**src/rtl/instr_packer.sv**
```systemverilog
// Packs decoded I/S/B-type fields into RV32I words and writes them sequentially to instruction memory.
// Optional immediate range checking is enabled by defining IMM_RANGE_CHECK_EN.
module instr_packer #(
    parameter int unsigned ADDR_WIDTH = 8,
    parameter int unsigned BASE_ADDR  = 0
) (
    input  logic                  clk,
    input  logic                  rst_n,
    input  logic                  in_valid,
    output logic                  in_ready,
    input  logic [1:0]            fmt,
    input  logic [6:0]            opcode,
    input  logic [2:0]            funct3,
    input  logic [4:0]            rd,
    input  logic [4:0]            rs1,
    input  logic [4:0]            rs2,
    input  logic [31:0]           imm,
    input  logic                  rewind,
    output logic                  mem_we,
    output logic [ADDR_WIDTH-1:0] mem_addr,
    output logic [31:0]           mem_wdata,
    output logic [ADDR_WIDTH:0]   count,
    output logic                  err,
    output logic                  full
);

    typedef enum logic [1:0] {IDLE, ENC, WRITE, FULL} state_t;

    localparam logic [ADDR_WIDTH:0] DEPTH_CNT = {1'b1, {ADDR_WIDTH{1'b0}}};

    state_t        state;
    logic [1:0]    fmt_q;
    logic [6:0]    opcode_q;
    logic [2:0]    funct3_q;
    logic [4:0]    rd_q;
    logic [4:0]    rs1_q;
    logic [4:0]    rs2_q;
    logic [31:0]   imm_q;
    logic [31:0]   word;
    logic          bad;
    logic [ADDR_WIDTH:0] count_inc;

    always_comb begin
        word = '0;
        bad  = 1'b0;
        case (fmt_q)
            2'b00:   word = {imm_q[11:0], rs1_q, funct3_q, rd_q, opcode_q};
            2'b01:   word = {imm_q[11:5], rs2_q, rs1_q, funct3_q, imm_q[4:0], opcode_q};
            2'b10:   word = {imm_q[12], imm_q[10:5], rs2_q, rs1_q, funct3_q,
                             imm_q[4:1], imm_q[11], opcode_q};
            default: bad = 1'b1;
        endcase
`ifdef IMM_RANGE_CHECK_EN
        // Sign-extension check: all bits above the field's sign bit must match it.
        case (fmt_q)
            2'b00, 2'b01: if (!((&imm_q[31:11]) || !(|imm_q[31:11]))) bad = 1'b1;
            2'b10:        if (!((&imm_q[31:12]) || !(|imm_q[31:12])) || imm_q[0]) bad = 1'b1;
            default:      ;
        endcase
`endif
    end

`ifndef IMM_RANGE_CHECK_EN
    logic unused_imm_hi;
    assign unused_imm_hi = ^imm_q[31:13];
`endif

    assign count_inc = count + 1'b1;
    assign in_ready  = (state == IDLE) && !rewind;
    // Rewind and reset must suppress the strobe in the very cycle they are asserted.
    assign mem_we    = (state == WRITE) && !rewind && rst_n;
    assign full      = (count == DEPTH_CNT);

    always_ff @(posedge clk) begin
        if (!rst_n) begin
            state     <= IDLE;
            mem_addr  <= ADDR_WIDTH'(BASE_ADDR);
            mem_wdata <= '0;
            count     <= '0;
            err       <= 1'b0;
            fmt_q     <= '0;
            opcode_q  <= '0;
            funct3_q  <= '0;
            rd_q      <= '0;
            rs1_q     <= '0;
            rs2_q     <= '0;
            imm_q     <= '0;
        end else if (rewind) begin
            state <= IDLE;
            count <= '0;
            err   <= 1'b0;
        end else begin
            case (state)
                IDLE: begin
                    if (in_valid) begin
                        fmt_q    <= fmt;
                        opcode_q <= opcode;
                        funct3_q <= funct3;
                        rd_q     <= rd;
                        rs1_q    <= rs1;
                        rs2_q    <= rs2;
                        imm_q    <= imm;
                        state    <= ENC;
                    end
                end
                ENC: begin
                    if (bad) begin
                        err   <= 1'b1;
                        state <= IDLE;
                    end else begin
                        mem_wdata <= word;
                        mem_addr  <= ADDR_WIDTH'(BASE_ADDR) + count[ADDR_WIDTH-1:0];
                        state     <= WRITE;
                    end
                end
                WRITE: begin
                    count <= count_inc;
                    state <= (count_inc == DEPTH_CNT) ? FULL : IDLE;
                end
                FULL:    ;
                default: state <= IDLE;
            endcase
        end
    end

endmodule

```
**config.mk**
```make
export PLATFORM = sky130hd
export DESIGN_NAME = instr_packer
export DESIGN_NICKNAME = d
export VERILOG_FILES = /design/src/rtl/instr_packer.sv
export SDC_FILE = /design/constraint.sdc
export NUM_CORES = 1
export LEC_CHECK = 0
export CAP_MARGIN = 15
export CORE_MARGIN = 3
export CORE_UTILIZATION = 51
export DETAILED_ROUTE_END_ITERATION = 6
export PLACE_DENSITY = 0.85
export SETUP_SLACK_MARGIN = 0.02
export SLEW_MARGIN = 20
export SYNTH_ARGS = -nofsm -noshare
export SYNTH_HDL_FRONTEND = slang
export SYNTH_SLANG_ARGS = --single-unit
```
**constraint.sdc**
```tcl
create_clock -name clk -period 3.95 [get_ports clk]
set_clock_uncertainty 0.15 [all_clocks]
set_input_delay 0.9875 -clock clk [delete_from_list [all_inputs] [get_ports clk]]
set_output_delay 0.9875 -clock clk [all_outputs]
set_load 0.005 [all_outputs]
```
After elaboration in Yosys (flattened, before gate mapping):

Index checks and enable logic that the tools add are counted.

* register bits: 92
* word-level logic and storage cells: 41

* reductions and logical operators: 13
* add/sub/neg operators: 1
* bitwise logic cells: 3
* eq/ne operators: 7
* multiplexer cells: 5

Operators with widths (count)
* $pmux W32 S3: 1
* $eq A9 B9 Y1 const B: 2
* $add A9 B1 Y9 const B: 1
* $mux W2: 3
* $pmux W2 S3: 1
* $reduce_and A3 Y1: 2
* $eq A2 B1 Y1 const B: 2
* $eq A2 B2 Y1 const B: 2
* $logic_not A2 Y1: 2
* $reduce_and A2 Y1: 2
* $logic_and A1 B1 Y1: 3
* $not A1 Y1: 3
* $reduce_bool A3 Y1: 1
* $reduce_or A3 Y1: 1
* $ne A2 B2 Y1 const B: 1
* $reduce_or A2 Y1: 1
* $logic_not A1 Y1: 1

Depth between registers and ports, before layout:

* word-level depth: 4
* mapped depth: 8
* depth with buffers taken out: 7

Worst setup path before layout:

OpenSTA, ideal clock, no wires.

* path type: input to output
* start point: in rst_n
* end point: out mem_we
* slack: 1162 ps
* arrival time: 1651 ps
* stages on the path: 4
* buffers on the path: 2
* cell sequence: buf_4 > nand2b_1 > clkbuf_1 > nor2_1

* cells in the longest elaborated chain, start to end: 1

Ends and longest elaborated chain
* start, declared: line 8 `input logic rst_n,`
* $logic_and A1 B1 Y1: line 71 `assign mem_we = (state == WRITE) && !rewind && rst_n;`
* end, declared: line 19 `output logic mem_we,`

No other way between the ends.

Final worst setup path:

* start point: in rewind
* end point: out mem_we

* cells in the longest elaborated chain, start to end: 3

Ends and longest elaborated chain
* start, declared: line 18 `input logic rewind,`
* $logic_not A1 Y1: line 71
* $logic_and A1 B1 Y1 (2 in series): line 71

No other way between the ends.

==> metrics.md <==
| Metric | Value |
|---|---|
| Die Span Y | `roughly 94 um` |
| Worst-path cell chain | `clkdlybuf4s50_1 > nand2b_1 > nor2_1 > clkdlybuf4s50_1` |
| Hold Fails Final Rpt | `0` |
| H-Tree Depth | `3` |
| Routed Antenna Nets | `0` |
| Io pins | `116` |
| Fraction of layout cells with a size suffix above 1 | `roughly 5.8%` |
| DRT Pass-1 Iters | `5` |
| Rows | `31` |
| Largest net degree at the start of global routing | `81` |
| Yosys warning total | `0` |
| Final setup violating endpoints | `0` |
| Num CTS Buffers | `9` |
| Post-Syn Nets | `around 540` |
| Width of the die | `approximately 94 um` |
| P&R area growth vs syn | `30.21%` |
| Sink Count | `approximately 90` |
| Placer Congestion | `0.7856` |
| Pleak | `1.783 nW` |
| Tot GR Track Use | `between 20% and 30%` |
| Core ar. | `around 7400 sq um` |
| Unique cell type count in the Yosys netlist | `38` |
| CP bufs+invs | `2` |
| Root buf cell | `clkbuf_8` |
| Grt total ovfl | `0` |
| Syn_area_per_cell | `8.363 sq um` |
| I/O Buffers | `between 90 and 100` |
| Top_reg_cell synth | `dfxtp_1` |
| Met3 Resource Use GR | `roughly 4.3%` |
| CP arrival | `around 2.4 ns` |
| Vias/cell | `between 5 and 6` |
| Fin crit share | `88.77%` |
| Vias in the first global route | `around 3200` |
| Crit-path max cell delay | `between 0.5 and 0.6 ns` |
| Post CTS Setup Buffer Count | `0` |
| Mapped cell area | `approximately 4000 sq um` |
| Die area | `just under 9000 sq um` |
| Most used cell, CP | `clkdlybuf4s50_1` |
| Worst Path Class, Setup | `input pin to output port` |
| Slew headroom | `between 40% and 50%` |
| Clock transition at path regs | `0.09 ns` |
| Top delay family on crit path | `buffers and inverters` |
| RSZ-0062 raised after global routing | `false` |
| Syn Inst Count | `471` |
| Post-synth EDFFs | `0` |
| Met1 usage | `25.80%` |
| Fmax | `~290 MHz` |
| Met2 Track Usage GR | `a little over a third` |
| Outcome | `completed` |
| Initial antenna violation count | `0` |
| Crit path capture type | `output port` |
| Residual DRC | `0` |
| Nets | `between 600 and 700` |
| Clock buffer depth | `2` |
| Post-detail-place hpwl | `6004 um` |
| WL/cell | `roughly 14 um` |
| Vias | `about 3400` |
| Slowest cell on the critical path | `clkdlybuf4s50_1` |
| N_diodes | `0` |
| Async set-reset flop share out of synthesis | `0%` |
| Seq/Total Area, Yosys | `a little under half` |
| CTS tree | `built` |
| Global-route wire length before repair | `about 15000 um` |
| Detailed Route WL | `8926 um` |
| Initial DRC Count | `186` |
| Hold_buf cts | `0` |
| Initial Util | `53.45%` |
| Top Usage Layer GRT | `met2` |
| Synth Register Bits | `92` |
| Worst Hold Class | `flop to flop` |
| Slew of the pin with the lowest slew margin | `just over 0.8 ns` |
| MaxCap Viol Count | `0` |
| Period minus WS final | `between 3 and 4 ns` |
| Critical path fanouts, max | `4` |
| Max IR drop VDD | `0.2067 mV` |
| Setup tns final | `0 ns` |
| Clock latency on the worst-skew pair | `0.36 ns` |
| Hold WS | `approximately 0.31 ns` |
| Critical path launch point type | `input pin` |
| Max-slew violation count | `0` |
| CP Data Required Time | `2.81 ns` |
| PostCTS Resize Cnt | `0` |
| Total power draw | `about 1.8 mW` |
| PD cells | `~350 nW/um^2` |
sequential cells by signal, summed over array words and instances, names as in the netlist:
name	count
imm_q	13
mem_addr	8
rd_q	5
err	1
opcode_q	7
mem_wdata	32
rs2_q	5
count	9
funct3_q	3
state	2
fmt_q	2
rs1_q	5
placed cells by master, fill, tap and decap left out, drive strengths merged, types with 9 or more instances in the layout:
| cell type | netlist | final |
|---|---|---|
| clkbuf | 34 | 9 |
| buf | 5 | 9 |
| inv | 8 | 12 |
| a21boi | 72 | 72 |
| nand2 | 158 | 158 |
| dfxtp | 92 | 92 |
| nor2 | 16 | 16 |
| clkdlybuf4s50 | 0 | 95 |
| mux2i | 9 | 9 |
report_power, final:
part           total [mW]  leakage [nW]  internal (mW)  switching, mW
clock network       0.653         0.101          0.303          0.350
registers           0.969         0.746          0.954         0.0157
logic               0.172         0.936         0.0889         0.0835
total                1.80          1.78           1.35          0.450
logic make-up (layout without fill, tap and decap cells):
family / Yosys count / count (layout) / share of synthesized area (%)
and+or+nand+nor: 204 / 204 / 21.66
AOI/OAI and AO/OA: 103 / 103 / 20.14
xor gates and xnor gates: 9 / 9 / 2.001
adders and majority gates: 7 / 7 / 2.224
buffers and inverters: 47 / 128 / 4.924
DFF: 92 / 92 / 46.76
muxes: 9 / 9 / 2.287
cells in the mapped netlist (all sizes together), types with 3 or more instances:
cell	instances	area share, %
nand2	158	15
dfxtp	92	47
a21boi	72	14
clkbuf	34	3.2
nor2	16	1.5
mux2i	9	2.3
inv	8	0.76
ha	7	2.2
o211a	7	1.8
o221ai	6	1.3
buf	5	0.92
nand3	5	0.64
nor3	5	0.76
xor2	5	1.1
nand3b	4	0.76
nand4	4	0.64
o21ai	4	0.51
xnor2	4	0.89
a21oi	3	0.38
nor2b	3	0.48
worst min-delay path, cell delays in order, from the launching register on:
cell	delay [ns]
dfxtp_1	0.32
nand2_1	0.05
a21boi_0	0.06
area by class of cell:
| type | instances | area [sq um] |
|---|---|---|
| clock inverter | 7 | 81.33 |
| fill | 615 | 2241 |
| timing repair buffer | 104 | 1016 |
| clock buffer | 9 | 123.9 |
| inverter | 8 | 30.03 |
| tap | 99 | 123.9 |
| multi-input combinational | 332 | 1912 |
| sequential | 92 | 1842 |
metal layers:
layer / up-vias / part of all wire, %
met2: 75 / 49
met4: 0 / 1.7
met5: - / 0
li1: 1710 / -
met1: 1584 / 44
met3: 14 / 4.5
through the flow:
step                utilization [%]  std cells  worst slack [ns]  cell area (sq um)
finish                        69.59        651            0.4435               5129
global placement              66.81        635            0.4372               4923
CTS                           69.59        651            0.4247               5129
floorplan                         -        471             1.162               3939
detailed placement            66.81        635            0.4245               4923
global route                  69.59        651            0.3682               5129
path summary, 6_finish.rpt:
check / startpoint / endpoint / slack [ns] / depth (start not counted)
setup reg to reg: count[0] / state[0] / 1.50 / 6
hold reg to reg: opcode_q[1] / mem_wdata[1] / 0.31 / 2
setup / recovery: rewind / mem_we / 0.44 / 4
hold / removal: opcode_q[1] / mem_wdata[1] / 0.31 / 2
(Power assumes the default switching activity.)
